**src/rtl/slice_config_loader_if.sv**
```systemverilog
// Valid/ready stream carrying configuration words into slice_config_loader.
interface slice_config_loader_if #(
    parameter int unsigned WORD_W = 8
);
    logic [WORD_W-1:0] s_data;
    logic              s_valid;
    logic              s_ready;

    modport master (output s_data, output s_valid, input s_ready);
    modport slave (input s_data, input s_valid, output s_ready);
endinterface

```
**src/rtl/slice_config_loader.sv**
```systemverilog
// Serialises stream words LSB-first into the slice configuration chain, CHAIN_LEN bits per load.
// Define SLICE_CONFIG_READBACK_EN to add rb_data_o/rb_valid_o capture of the chain tail.
module slice_config_loader #(
    parameter int unsigned CHAIN_LEN = 128,
    parameter int unsigned WORD_W    = 8,
    parameter int unsigned CNT_W     = 16
) (
    input  logic                 clk,
    input  logic                 GSR,
    input  logic                 start_i,
    slice_config_loader_if.slave s_if,
    output logic                 config_in_o,
    output logic                 config_en_o,
    input  logic                 config_out_i,
    output logic                 busy_o,
    output logic                 done_o,
    output logic                 loaded_o,
    output logic [CNT_W-1:0]     bit_cnt_o
`ifdef SLICE_CONFIG_READBACK_EN
    ,
    output logic [WORD_W-1:0]    rb_data_o,
    output logic                 rb_valid_o
`endif
);

    localparam int unsigned WbW = (WORD_W > 1) ? $clog2(WORD_W) : 1;

    typedef enum logic [1:0] {StIdle, StLoad, StShift, StDone} state_e;

    state_e            state_q;
    logic [WORD_W-1:0] shreg_q;
    logic [WbW-1:0]    word_bit_q;
    logic [CNT_W-1:0]  bit_cnt_q;
    logic              config_in_q;
    logic              config_en_q;
    logic              done_q;
    logic              loaded_q;
    logic              last_bit;
    logic              word_last;

    assign last_bit  = (bit_cnt_q == CNT_W'(CHAIN_LEN - 1));
    assign word_last = (word_bit_q == WbW'(WORD_W - 1));

    always_ff @(posedge clk or posedge GSR) begin
        if (GSR) begin
            state_q     <= StIdle;
            shreg_q     <= '0;
            word_bit_q  <= '0;
            bit_cnt_q   <= '0;
            config_in_q <= 1'b0;
            config_en_q <= 1'b0;
            done_q      <= 1'b0;
            loaded_q    <= 1'b0;
        end else begin
            done_q <= 1'b0;
            unique case (state_q)
                StIdle: begin
                    if (start_i) begin
                        state_q   <= StLoad;
                        bit_cnt_q <= '0;
                        loaded_q  <= 1'b0;
                    end
                end
                StLoad: begin
                    // Bit 0 goes straight to the output register; the rest wait in shreg.
                    if (s_if.s_valid) begin
                        shreg_q     <= s_if.s_data >> 1;
                        config_in_q <= s_if.s_data[0];
                        config_en_q <= 1'b1;
                        word_bit_q  <= '0;
                        state_q     <= StShift;
                    end
                end
                StShift: begin
                    bit_cnt_q  <= bit_cnt_q + CNT_W'(1);
                    word_bit_q <= word_bit_q + WbW'(1);
                    if (last_bit) begin
                        state_q     <= StDone;
                        config_en_q <= 1'b0;
                        done_q      <= 1'b1;
                        loaded_q    <= 1'b1;
                    end else if (word_last) begin
                        state_q     <= StLoad;
                        config_en_q <= 1'b0;
                    end else begin
                        config_in_q <= shreg_q[0];
                        shreg_q     <= shreg_q >> 1;
                    end
                end
                StDone: begin
                    state_q <= StIdle;
                end
                default: begin
                    state_q <= StIdle;
                end
            endcase
        end
    end

    assign s_if.s_ready = (state_q == StLoad);
    assign busy_o       = (state_q == StLoad) || (state_q == StShift);
    assign config_in_o  = config_in_q;
    assign config_en_o  = config_en_q;
    assign done_o       = done_q;
    assign loaded_o     = loaded_q;
    assign bit_cnt_o    = bit_cnt_q;

`ifdef SLICE_CONFIG_READBACK_EN
    logic [WORD_W-1:0] rb_shreg_q;
    logic [WORD_W-1:0] rb_next;
    logic [WORD_W-1:0] rb_data_q;
    logic              rb_valid_q;

    // New bits enter at the MSB so the earliest captured bit ends up in bit 0.
    assign rb_next = (rb_shreg_q >> 1) | (WORD_W'(config_out_i) << (WORD_W - 1));

    always_ff @(posedge clk or posedge GSR) begin
        if (GSR) begin
            rb_shreg_q <= '0;
            rb_data_q  <= '0;
            rb_valid_q <= 1'b0;
        end else begin
            rb_valid_q <= 1'b0;
            if (config_en_q) begin
                rb_shreg_q <= rb_next;
                if (last_bit || word_last) begin
                    // Right-align a short final word; vacated upper bits fill with 0.
                    rb_data_q  <= rb_next >> (WbW'(WORD_W - 1) - word_bit_q);
                    rb_valid_q <= 1'b1;
                end
            end
        end
    end

    assign rb_data_o  = rb_data_q;
    assign rb_valid_o = rb_valid_q;
`else
    logic unused_config_out;
    assign unused_config_out = config_out_i;
`endif

endmodule

```
**src/flat_wrapper.sv**
```systemverilog
// flat-port wrapper written by rule: the top's interface ports become plain ports
module slice_config_loader_flat 
#(
    parameter int unsigned CHAIN_LEN = 128,
    parameter int unsigned WORD_W    = 8,
    parameter int unsigned CNT_W     = 16
)
  (clk, GSR, start_i, config_in_o, config_en_o, config_out_i, busy_o, done_o, loaded_o, bit_cnt_o, s_if_s_data, s_if_s_valid, s_if_s_ready);
  slice_config_loader_if #(.WORD_W(WORD_W)) s_if_i ();
  input  logic clk;
  input  logic GSR;
  input  logic start_i;
  output logic config_in_o;
  output logic config_en_o;
  input  logic config_out_i;
  output logic busy_o;
  output logic done_o;
  output logic loaded_o;
  output logic [CNT_W-1:0] bit_cnt_o;
  input wire logic [$bits(s_if_i.s_data)-1:0] s_if_s_data;
  input wire logic [$bits(s_if_i.s_valid)-1:0] s_if_s_valid;
  output wire logic [$bits(s_if_i.s_ready)-1:0] s_if_s_ready;
  assign s_if_i.s_data = s_if_s_data;
  assign s_if_i.s_valid = s_if_s_valid;
  assign s_if_s_ready = s_if_i.s_ready;
  slice_config_loader #(.CHAIN_LEN(CHAIN_LEN), .WORD_W(WORD_W), .CNT_W(CNT_W)) u_core (.clk(clk), .GSR(GSR), .start_i(start_i), .s_if(s_if_i), .config_in_o(config_in_o), .config_en_o(config_en_o), .config_out_i(config_out_i), .busy_o(busy_o), .done_o(done_o), .loaded_o(loaded_o), .bit_cnt_o(bit_cnt_o));
endmodule
```
**config.mk**
```make
export PLATFORM = sky130hd
export DESIGN_NAME = slice_config_loader_flat
export DESIGN_NICKNAME = d
export VERILOG_FILES = /design/src/rtl/slice_config_loader_if.sv /design/src/rtl/slice_config_loader.sv /design/src/flat_wrapper.sv
export SDC_FILE = /design/constraint.sdc
export NUM_CORES = 1
export LEC_CHECK = 0
export BUFFER_PORTS_ARGS = -buffer_cell sky130_fd_sc_hd__buf_2
export CELL_PAD_IN_SITES_DETAIL_PLACEMENT = 1
export CELL_PAD_IN_SITES_GLOBAL_PLACEMENT = 1
export CORE_AREA = 4 4 69 71
export DETAILED_ROUTE_END_ITERATION = 12
export DIE_AREA = 0 0 73 75
export PLACE_DENSITY = 0.86
export SYNTH_ARGS = -nofsm -noshare
export SYNTH_HDL_FRONTEND = slang
export SYNTH_SLANG_ARGS = --single-unit
```
**constraint.sdc**
```tcl
create_clock -name clk -period 3.8 [get_ports clk]
set_clock_uncertainty 0.15 [all_clocks]
set_input_delay 0.19 -clock clk [delete_from_list [all_inputs] [get_ports clk]]
set_output_delay 0.19 -clock clk [all_outputs]
set_load 0.01 [all_outputs]
```
=== Word-level counts from Yosys, hierarchy flattened ===
Cells that the tools add are included.
W data, S select, Z words.

* Memories kept: 0
* Word-level logic and storage cells: 57
* RAM bits: 0
* ROM bits: 0
* Bits of input ports: 13
* Output and inout port bits: 22
* Register bits: 33
* Latch bits: 0

* Reductions and logical operators: 10
* Equal/unequal tests: 11
* Bitwise logic cells: 0
* $lt $le $gt $ge: 0
* Add/sub/neg operators: 2
* Shifts and indexed selects: 0
* Divide/modulo/power cells: 0
* Mux-type cells: 26
* Multipliers: 0

{| class="wikitable"
|+ Operators by type and width
! kind !! count
|-
| $pmux W16 S2 || 1
|-
| $mux W8 || 3
|-
| $add A16 B1 Y16 const B || 1
|-
| $eq A16 B7 Y1 const B || 1
|-
| $mux W16 || 1
|-
| $pmux W8 S2 || 1
|-
| $mux W1 || 10
|-
| $reduce_and A3 Y1 || 3
|-
| $mux W2 || 4
|-
| $ne A2 B2 Y1 const B || 4
|-
| $pmux W2 S4 || 1
|-
| $pmux W1 S2 || 3
|-
| $pmux W3 S2 || 1
|-
| $eq A2 B2 Y1 const B || 2
|-
| $reduce_and A2 Y1 || 2
|-
| $reduce_and A4 Y1 || 1
|-
| $reduce_bool A2 Y1 || 2
|-
| $add A3 B1 Y3 const B || 1
|-
| $eq A3 B3 Y1 const B || 1
|-
| $mux W3 || 1
|-
| $ne A3 B1 Y1 const B || 1
|-
| $eq A2 B1 Y1 const B || 1
|-
| $logic_not A2 Y1 || 1
|-
| $ne A2 B1 Y1 const B || 1
|-
| $logic_or A1 B1 Y1 || 1
|}

=== Logic depth before layout (Yosys ltp) ===
Gate-level depths: netlist (run 1).

* Word-level depth: 4
* Depth in mapped cells: 7
* Gate-level depth less buffers: 6

=== Least setup slack after synthesis (run 1) ===
OpenSTA, ideal clock, no wires.

* Path kind: register to register
* From: register u_core.bit_cnt_q[7] (netlist: u_core.bit_cnt_o[7])
* To: register u_core.state_q[0]
* Data required time: 3586 ps
* Stages on the path, launching flop included: 6
* Buffers on the path: 1
* Setup slack: 1602 ps
* Clock period less this slack: 2198 ps
* Data arrival time: 1984 ps
* Setup time: 64 ps
* Path through: dfrtp_1 or4_1 or4_1 buf_6 a31oi_4 o32a_2

* Longest elaborated chain between the ends: 3
* Elaborated cells between the ends (all ways): 5
* Classes of those cells: eq/ne: 2; mux: 2; reduce/logical: 1

{| class="wikitable"
|+ RTL lines
! what !! RTL line !! text
|-
| start: declaration || slice_config_loader.sv:33 || <nowiki>logic [CNT_W-1:0] bit_cnt_q;</nowiki>
|-
| start signal: assignment || slice_config_loader.sv:75 || <nowiki>bit_cnt_q <= bit_cnt_q + CNT_W'(1);</nowiki>
|-
| $eq A16 B7 Y1 * || slice_config_loader.sv:41 || <nowiki>assign last_bit = (bit_cnt_q == CNT_W'(CHAIN_LEN - 1));</nowiki>
|-
| $mux W2 / $ne A3 B1 Y1 (equally long branches) || n/a ||
|-
| $pmux W2 S4 / $reduce_and A3 Y1 (equally long branches) || n/a ||
|-
| end signal: assignment || slice_config_loader.sv:46 || <nowiki>state_q <= StIdle;</nowiki>
|-
| end signal: assignment || slice_config_loader.sv:59 || <nowiki>state_q <= StLoad;</nowiki>
|-
| end signal: assignment || slice_config_loader.sv:78 || <nowiki>state_q <= StDone;</nowiki>
|-
| end: declaration || slice_config_loader.sv:30 || <nowiki>state_e state_q;</nowiki>
|}

Every way passes the cells marked *; elsewhere a longest branch is shown, timed or not.
A chain may end at the register's enable or synchronous reset.

=== Worst setup path in the final report (run 1) ===
* From: register u_core.state_q[0]
* To: register u_core.bit_cnt_q[15] (netlist: u_core.bit_cnt_o[15])

* Longest elaborated chain between the ends: 3
* Elaborated cells between the ends (all ways): 6
* Classes of those cells: eq/ne: 2; mux: 1; reduce/logical: 3

{| class="wikitable"
|+ RTL lines
! what !! RTL line !! text
|-
| start signal: assignment || slice_config_loader.sv:46 ||
|-
| start signal: assignment || slice_config_loader.sv:59 ||
|-
| start signal: assignment || slice_config_loader.sv:71 || <nowiki>state_q <= StShift;</nowiki>
|-
| $eq A2 B2 Y1 / $logic_not A2 Y1 (equally long branches) || slice_config_loader.sv:56 || <nowiki>unique case (state_q)</nowiki>
|-
| $reduce_bool A2 Y1 (no source line) / $ne A2 B2 Y1 (equally long branches) || n/a ||
|-
| $reduce_and A2 Y1 (no source line) || n/a ||
|}

Parallel ways exist; a longest one is shown, timed or not.

==> impl_metrics.ini, run 1 <==
[place]
portBuffers = 33
place_ws_ns = 1.15
dpl.hpwl_um = 3030
place_area_mm2 = 0.00197
gp_congestion = 0.737

[grt]
grt_pass1_vias = 1573
grt_overflow = 0
use_met3_pct = 3.60
grt_usage_pct = 17.5
use_met2_pct = 29.9
grt_max_degree = 33
grt_first_pass_wirelength_um = 7310
gr-max-usage-layer = met2
grt_util_met1_pct = 21.6
antenna_found_initial = 0

[synth]
synth_edf_count = 0
yosys-top-cells-area = dfrtp_1 (46%), ha_1 (5.0%), nor2_1 (3.8%), nor3_1 (3.1%), nand2_1 (3.0%)
ys_seq_area_share_pct = 45.6
synth_nets = 207
synth_area_leader_cell = dfrtp_1
ys_types = 38
yosys.area.top_type_share_pct = 45.6
netlist_area_mm2 = 0.00176
synth.most_common_cell = dfrtp_1
ys.flop_type = dfrtp_1
ys_async_sr_fraction_pct = 100
postSynthCellCount = 187
synth_commonest_cells = dfrtp_1 (32), nor2_1 (18), nand2_1 (14), nor3_1 (11)
ys_seq_elements = 32
yosysWarnings = 0
avgSynthCellArea_um2 = 9.40

[clock_tree]
post_cts_buffers = 0
cts-root-buf = clkbuf_8
cts_hold_buf = 1
cts_max_level = 2
worst_skew_pair.late_latency_ns = 0.29
numCtsBuffers = 5
clock_path_buffers = 2
clock-sinks = 32
cts.clk_slew.worst_paths_ns = 0.07
cts_tree = done
ctsResizeCount = 0

[sta]
setup_ws_ns = 1.14
period_needed_ns = 2.66
tns_ns = 0
period_share_pct = 69.9
rsz0062_at_grt = false
hold_violations = 0
max_slew_margin_pct = 43.7
slew_viol_final = 0
clock.fmax_mhz = 376
setup_viol = 0
worst_slew_pin_slew_ns = 0.842

[layout]
nFillCells = 507
syn_to_final_growth_pct = 19.0
drive_above_1_share_pct = 21.9
fin_nets = 243
n_antenna_cell = 0
fin_area_mm2 = 0.00209

[setup_path]
critPathLaunchType = flip-flop
r2r_slack_ns = 1.14
r2r-start = u_core.state_q[0]
arrival_ns = 2.72
endpoint_kind = flip-flop
required_ns = 3.86
worst_r2r_path_depth = 8
r2r_end = u_core.bit_cnt_o[15]
critPathKind = reg -> reg
worstPathMaxFanout = 32

[detailed_routing]
first_iter_violations = 67
via_count = 1518
avgRoutedWirePerCell_um = 15.7
first_pass_iters = 4
drc = 0
via_per_inst = 5.50
wirelength_um = 4320
detail-route-antenna-nets = 0

[pwr]
p_sw_mw = 0.494
p_leak_nw = 0.973
p_per_area_mw_per_mm2 = 628
combPwrFrac_pct = 38.1
power_frac_seq_pct = 36.8
p_clk_share_pct = 25.1
ir_drop_mv = 0.369
p_int_mw = 0.819
sw_frac_of_total_pct = 37.6

[floorplanning]
die_y_um = 75
dieArea_mm2 = 0.00548
coreArea_mm2 = 0.00423
io_pins = 35
initial_core_util_pct = 41.5
die_w_um = 73
num_rows = 24

[run_status]
outcome = complete, no violations

[min_path]
hp-start = s_if_s_data[4]
hold_class = in -> reg
hold_depth = 3
holdPathEnd = u_core.shreg_q[3]

[run]
drv_cap = 0
## layer usage
| metal | wire (um) | vias to the layer above | part of all wire [%] |
|---|---|---|---|
| li1 | - | 746 | - |
| met1 | 1960 | 741 | 45 |
| met2 | 2140 | 26 | 50 |
| met3 | 160 | 5 | 3.7 |
| met4 | 59 | 0 | 1.4 |
| met5 | 0 | - | 0 |
## power by group through the flow
stage | Sequential (mW) | Combinational [mW] | Clock, mW
2_1_floorplan | 0.478 | 0.376 | 0
3_3_place_gp | 0.484 | 0.487 | 0
3_5_place_dp | 0.488 | 0.506 | 0
4_1_cts | 0.482 | 0.507 | 0.339
5_1_grt | 0.498 | 0.574 | 0.353
6_report | 0.483 | 0.500 | 0.330
## area by class of cell
cell class	count	area (um2)	share of cell area [%]
Multi-Input combinational cell	139	887	42.4
Clock inverter	2	35.0	1.67
Inverter	7	26.3	1.26
Sequential cell	32	801	38.3
Timing Repair Buffer	38	205	9.81
Clock buffer	6	72.6	3.47
Tap cell	52	65.1	3.11
## worst max path at each step
stage / from / end
after floorplan: u_core.bit_cnt_o[7] / u_core.state_q[0]
after global placement: u_core.state_q[0] / u_core.bit_cnt_o[15]
after detailed placement: u_core.state_q[0] / u_core.bit_cnt_o[13]
after CTS: u_core.state_q[0] / u_core.bit_cnt_o[15]
after global routing: u_core.state_q[0] / u_core.bit_cnt_o[13]
final: u_core.state_q[0] / u_core.bit_cnt_o[15]
## kinds of logic after synthesis
| family | after synthesis | share of synthesized area, % |
|---|---|---|
| AO/OA/AOI/OAI | 33 | 13.3 |
| XOR/XNOR | 8 | 3.99 |
| AND/OR/NAND/NOR | 87 | 25.9 |
| adder cells (fa/ha/maj) | 7 | 4.98 |
| multiplexers | 4 | 2.28 |
| flip-flops | 32 | 45.6 |
| buffers and inverters | 16 | 3.99 |
## placed cells by master, fill, tap and decap left out, drive strengths merged, types with 2 or more instances in the layout
| master | instances |
|---|---|
| buf | 37 |
| dfrtp | 32 |
| nor2 | 18 |
| nand2 | 14 |
| nor3 | 11 |
| nand3 | 9 |
| a21oi | 9 |
| nand2b | 7 |
| o21ai | 7 |
| inv | 7 |
| ha | 7 |
| xnor2 | 6 |
| o22ai | 6 |
| clkbuf | 6 |
| nor4 | 5 |
| mux2i | 4 |
| or4 | 4 |
| nand4 | 4 |
| or3 | 4 |
| a32o | 3 |
| a22o | 2 |
| nor3b | 2 |
| and3 | 2 |
| xor2 | 2 |
| nor4b | 2 |
| or2 | 2 |
## per-stage QoR
step                utilization (%)  hold WS [ns]  cells  power (mW)
floorplan                         -         0.156    187       0.854
global placement               46.6         0.151    267       0.971
detailed placement             46.6         0.154    267       0.993
CTS                            49.4        0.0277    276        1.33
global route                   49.4        0.0420    276        1.43
finish                         49.4        0.0317    276        1.31
## flip-flops by register name (all words and copies together) (netlist names)
signal and count:
u_core.shreg_q 7, u_core.loaded_o 1, u_core.config_en_o 1, u_core.word_bit_q 3
u_core.state_q 2, u_core.done_o 1, u_core.bit_cnt_o 16, u_core.config_in_o 1
## critical path: stages (launching register included)
cell and delay [ns]:
dfrtp_1 0.41, inv_1 0.12, ha_1 0.15, buf_4 0.30, mux2i_1 0.12, buf_4 0.19
or4_1 0.61, or3_1 0.38, a21oi_1 0.14
No activity file was read; power rests on OpenSTA's default activity.
==> inputs of run 2 (changes only) <==
--- a/config.mk
+++ b/config.mk
@@ -5,13 +5,14 @@
 export SDC_FILE = /design/constraint.sdc
 export NUM_CORES = 1
 export LEC_CHECK = 0
+export ABC_AREA = 1
 export BUFFER_PORTS_ARGS = -buffer_cell sky130_fd_sc_hd__buf_2
 export CELL_PAD_IN_SITES_DETAIL_PLACEMENT = 1
 export CELL_PAD_IN_SITES_GLOBAL_PLACEMENT = 1
-export CORE_AREA = 4 4 69 71
+export CORE_AREA = 4 4 76 78
 export DETAILED_ROUTE_END_ITERATION = 12
-export DIE_AREA = 0 0 73 75
-export PLACE_DENSITY = 0.86
+export DIE_AREA = 0 0 80 82
+export PLACE_DENSITY = 0.79
 export SYNTH_ARGS = -nofsm -noshare
 export SYNTH_HDL_FRONTEND = slang
 export SYNTH_SLANG_ARGS = --single-unit
==> constraint.sdc (replaced) <==
create_clock -name clk -period 2.38 [get_ports clk]
set_clock_uncertainty 0.15 [all_clocks]
set_input_delay 0.119 -clock clk [delete_from_list [all_inputs] [get_ports clk]]
set_output_delay 0.119 -clock clk [all_outputs]
set_load 0.01 [all_outputs]
==> impl_metrics.ini, run 2 <==
[run_status]
outcome = complete, no violations

[synth]
yosysWarnings = 0
yosys.area.top_type_share_pct = 44.6
ys_types = 28
ys_seq_area_share_pct = 44.6
synth_nets = 236
ys.flop_type = dfrtp_1
netlist_area_mm2 = 0.00179
synth.most_common_cell = nand2_1
ys_async_sr_fraction_pct = 100
avgSynthCellArea_um2 = 8.31
synth_commonest_cells = nand2_1 (58), dfrtp_1 (32), nor2_1 (21), inv_1 (20), nand3_1 (13)
ys_seq_elements = 32
synth_edf_count = 0
yosys-top-cells-area = dfrtp_1 (45%), nand2_1 (12%), ha_1 (4.9%), nor2_1 (4.4%), inv_1 (4.2%)
synth_area_leader_cell = dfrtp_1
postSynthCellCount = 216

[clock_tree]
ctsResizeCount = 0
cts_tree = done
numCtsBuffers = 5
cts-root-buf = clkbuf_8
worst_skew_pair.late_latency_ns = 0.29
clock-sinks = 32
cts.clk_slew.worst_paths_ns = 0.07
clock_path_buffers = 2
cts_max_level = 2

[detailed_routing]
first_iter_violations = 64
via_per_inst = 4.81
avgRoutedWirePerCell_um = 13.0
first_pass_iters = 4
drc = 0
via_count = 1610
detail-route-antenna-nets = 0
wirelength_um = 4340

[sta]
rsz0062_at_grt = false
setup_viol = 0
setup_ws_ns = 0.388
clock.fmax_mhz = 502
worst_slew_pin_slew_ns = 0.415
period_share_pct = 83.7
slew_viol_final = 0
hold_violations = 0
tns_ns = 0
max_slew_margin_pct = 72.3
period_needed_ns = 1.99

[layout]
drive_above_1_share_pct = 21.5
stdcell_count = 335
largest_register_ffs = 16
fin_nets = 284
fin_area_mm2 = 0.00221
final_cell_mix = nand2_1 (58), buf_2 (33), dfrtp_1 (32)
n_antenna_cell = 0
syn_to_final_growth_pct = 23.4
layout_commonest_cell = nand2_1
nFillCells = 638

[pwr]
p_clk_share_pct = 21.8
p_total_mw = 2.02
p_int_mw = 1.22
p_leak_nw = 1.19
combPwrFrac_pct = 41.2
p_sw_mw = 0.804
p_per_area_mw_per_mm2 = 912
sw_frac_of_total_pct = 39.8
power_frac_seq_pct = 37.0
ir_drop_mv = 0.462

[setup_path]
r2r-start = u_core.state_q[0]
path_cells = inv_1 -> ha_1 -> inv_1 -> nand2_1 -> o21ai_0 -> nor2_1
startpoint = u_core.state_q[0]
cpPeakStageDelay_ns = 0.41
required_ns = 2.45
crit_top_cell = inv_1
arrival_ns = 2.06
crit_family = simple AND/OR/NAND/NOR gates
worst-path-buf-inv = 2
endpoint_kind = flip-flop
critPathLaunchType = flip-flop
critPathSlowestCell = dfrtp_1
critPathKind = reg -> reg
worstPathMaxFanout = 13

[place]
dpl.hpwl_um = 3180
place_area_mm2 = 0.00203
portBuffers = 33
gp_congestion = 0.745
dp.cells = 318
place_ws_ns = 0.362

[floorplanning]
num_rows = 26
die_y_um = 82
die_w_um = 80
dieArea_mm2 = 0.00656
coreArea_mm2 = 0.00507
io_pins = 35
initial_core_util_pct = 35.4

[grt]
grt_pass1_vias = 1673
grt_overflow = 0
grt_usage_pct = 15.3
grt_first_pass_wirelength_um = 7800
antenna_found_initial = 0
grt_max_degree = 33

[min_path]
hold_class = in -> reg
hp-start = start_i

[run]
drv_cap = 0
## run 2: changes by cell type after synthesis, moves of 5 or more
cell      previous run  this run
o21ai_0              7        12
nand2_1             14        58
o22ai_1              6         0
nor3_1              11         3
inv_1                7        20
xnor2_1              6         0
nand2b_1             7         0
o21ai_1              0         5
nor4_1               5         0
## run 2: cell type report
| cell class | count | area (um2) | share of cell area, % |
|---|---|---|---|
| clock buffers | 8 | 90.1 | 4.07 |
| flip-flops and latches | 32 | 801 | 36.2 |
| inverters | 21 | 78.8 | 3.56 |
| repair buffers | 45 | 278 | 12.5 |
| multi-input cells | 159 | 880 | 39.7 |
| well taps | 70 | 87.6 | 3.95 |
## run 2: per-layer routing
layer	track usage [%]	vias to the layer above	routed length (um)
met5	0	-	0
met4	5.07	0	61
met3	4.39	7	203
met2	26.3	26	2150
met1	18.5	778	1930
li1	-	799	-
## run 2: repair_timing
| item | in CTS | in global routing |
|---|---|---|
| hold endpoints to repair | 40 | 0 |
| hold buffers | 9 | 0 |
| setup endpoints to repair | 0 | 0 |
| buffers inserted | 0 | 0 |
## run 2: power by group through the flow
stage	clock (mW)	combinational (mW)	sequential (mW)
floorplan	0	0.654	0.750
global placement	0	0.803	0.749
detailed placement	0	0.839	0.759
CTS	0.454	0.852	0.750
global route	0.480	0.967	0.765
finish	0.440	0.833	0.746
## run 2: metrics by stage
step | hold WS (ns) | utilization [%]
after floorplan | 0.0852 | -
after global placement | 0.0879 | 40.1
after detailed placement | 0.0855 | 40.1
after CTS | 0.0380 | 43.6
after global routing | 0.0544 | 43.6
final | 0.0392 | 43.6
## run 2: cells by family (layout without fill, tap and decap cells)
family | count (synthesis) | count (layout) | share of synthesized area (%)
AND/OR/NAND/NOR | 113 | 113 | 30.6
AO/OA/AOI/OAI | 32 | 32 | 9.62
flip-flops | 32 | 32 | 44.6
buffers and inverters | 25 | 74 | 6.35
adder cells (fa/ha/maj) | 7 | 7 | 4.88
multiplexers | 7 | 7 | 3.91
## run 2: worst paths after layout
kind | end | slack (ns) | cells past startpoint
max reg2reg | u_core.bit_cnt_o[9] | 0.39 | 6
min | u_core.loaded_o | 0.04 | 4
max | u_core.bit_cnt_o[9] | 0.39 | 6
min reg2reg | u_core.config_en_o | 0.32 | 2
max in group asynchronous | u_core.bit_cnt_o[12] | 1.47 | 4
min in group asynchronous | u_core.bit_cnt_o[11] | 0.31 | 4
## run 2: worst min-delay path, stage by stage
cell     delay (ns)
buf_2          0.08
or2_2          0.12
nand2_1        0.06
nand2_1        0.06
==> inputs of run 3 (changes only) <==
==> constraint.sdc (replaced) <==
create_clock -name clk -period 1.6 [get_ports clk]
set_clock_uncertainty 0.15 [all_clocks]
set_input_delay 0.08 -clock clk [delete_from_list [all_inputs] [get_ports clk]]
set_output_delay 0.08 -clock clk [all_outputs]
set_load 0.01 [all_outputs]
==> impl_metrics.ini, run 3 (synthesized netlist as in run 2, its figures left out) <==
[run_status]
outcome = complete, but fails checks
failed_checks = negative setup slack

[clock_tree]
cts_tree = done
cts-root-buf = clkbuf_8
worst_skew_pair.late_latency_ns = 0.30
numCtsBuffers = 5
cts.clk_slew.worst_paths_ns = 0.07
clock-sinks = 32
cts_max_level = 2
clock_path_buffers = 2

[grt]
grt_usage_pct = 17.7
grt_max_degree = 33
grt_overflow = 0
antenna_found_initial = 0
grt_pass1_vias = 1862
grt_first_pass_wirelength_um = 8790

[setup_path]
required_ns = 1.63
endpoint_kind = flip-flop
arrival_ns = 1.68
startpoint = u_core.state_q[0]
worstPathMaxFanout = 6
critPathKind = reg -> reg
r2r-start = u_core.state_q[0]
critPathLaunchType = flip-flop

[sta]
max_slew_margin_pct = 71.0
slew_viol_final = 0
setup_ws_ns = -0.0480
period_needed_ns = 1.65
hold_violations = 0
setup_viol = 11
period_share_pct = 103
holdWs_ns = 0.0338
rsz0062_at_grt = true
worst_slew_pin_slew_ns = 0.436
clock.fmax_mhz = 607

[detailed_routing]
drc = 0
wirelength_um = 5320
avgRoutedWirePerCell_um = 14.5
detail-route-antenna-nets = 0
first_pass_iters = 4
via_per_inst = 4.81
via_count = 1765
first_iter_violations = 56

[pwr]
ir_drop_mv = 0.937
power_frac_seq_pct = 29.0
p_total_mw = 3.86
p_sw_mw = 1.53
p_leak_nw = 1.38
sw_frac_of_total_pct = 39.7
p_per_area_mw_per_mm2 = 1400
p_clk_share_pct = 17.1
p_int_mw = 2.33
combPwrFrac_pct = 53.9

[layout]
n_antenna_cell = 0
syn_to_final_growth_pct = 53.6
final_cell_mix = nand2_1 (50), buf_2 (33), dfrtp_1 (30)
fin_area_mm2 = 0.00276
fin_nets = 316
largest_register_ffs = 16
final_util_pct = 54.3
layout_commonest_cell = nand2_1
drive_above_1_share_pct = 43.1
nFillCells = 607

[floorplanning]
die_w_um = 80
dieArea_mm2 = 0.00656
io_pins = 35
coreArea_mm2 = 0.00507
num_rows = 26
die_y_um = 82
initial_core_util_pct = 35.4

[min_path]
hp-start = start_i
hold_class = in -> reg

[place]
place_ws_ns = -0.0544
place_area_mm2 = 0.00217
gp_congestion = 0.755
dpl.hpwl_um = 3470
portBuffers = 33

[run]
drv_cap = 0
[run 3: metrics by stage]
stage | instances | TNS, ns
after floorplan | 216 | -0.0414
after global placement | 336 | -0.0348
after detailed placement | 336 | -0.319
after CTS | 360 | -0.0139
after global routing | 367 | -1.98
final | 367 | -0.258
[run 3: worst max-delay path: stages, from the launching register on]
cell and delay [ns]:
dfrtp_1 0.40, inv_2 0.12, ha_4 0.21, nand2_4 0.08, nand2_8 0.10, nand3b_4 0.13, nor2_4 0.17, nand3_2 0.07
nand2_1 0.07, nor2_1 0.04
[run 3: per-layer routing]
metal,share of wire (%),vias up,track usage [%]
li1,-,871,-
met1,42,859,20.3
met2,53,29,32.0
met3,4.0,6,5.15
met4,1.3,0,5.07
met5,0,-,0
[run 3: area by class of cell]
cell class | count | area [um2] | area share (%)
Sequential cell | 32 | 803 | 29.1
Timing Repair Buffer | 75 | 554 | 20.1
Clock buffer | 8 | 90.1 | 3.27
Tap cell | 70 | 87.6 | 3.18
Inverter | 21 | 88.8 | 3.22
Multi-Input combinational cell | 161 | 1130 | 41.1
[run 3: worst paths after layout]
| check | end | slack, ns | depth (start not counted) |
|---|---|---|---|
| worst max-delay path | u_core.bit_cnt_o[14] | -0.05 | 9 |
| worst min register to register | u_core.word_bit_q[2] | 0.34 | 2 |
| worst max register to register | u_core.bit_cnt_o[14] | -0.05 | 9 |
| worst min-delay path | u_core.loaded_o | 0.03 | 4 |
| min in group asynchronous | u_core.bit_cnt_o[10] | 0.27 | 4 |
| max in group asynchronous | u_core.bit_cnt_o[11] | 0.69 | 4 |
[run 3: what timing repair did]
action / 4_1_cts / 5_1_grt
pin swaps: 11 / 23
gates cloned: 2 / 0
endpoints found under the hold margin: 40 / 0
hold buffers: 9 / 0
endpoints found under the setup margin: 20 / 25
setup buffers: 5 / 7
gates resized for setup: 32 / 44
[run 3: power by group through the flow]
stage / Combinational [mW] / Clock [mW] / Sequential (mW)
after floorplan: 0.979 / 0 / 1.12
after global placement: 1.37 / 0 / 1.11
after detailed placement: 1.41 / 0 / 1.12
after CTS: 1.79 / 0.662 / 1.11
after global routing: 2.30 / 0.720 / 1.14
final: 2.08 / 0.660 / 1.12
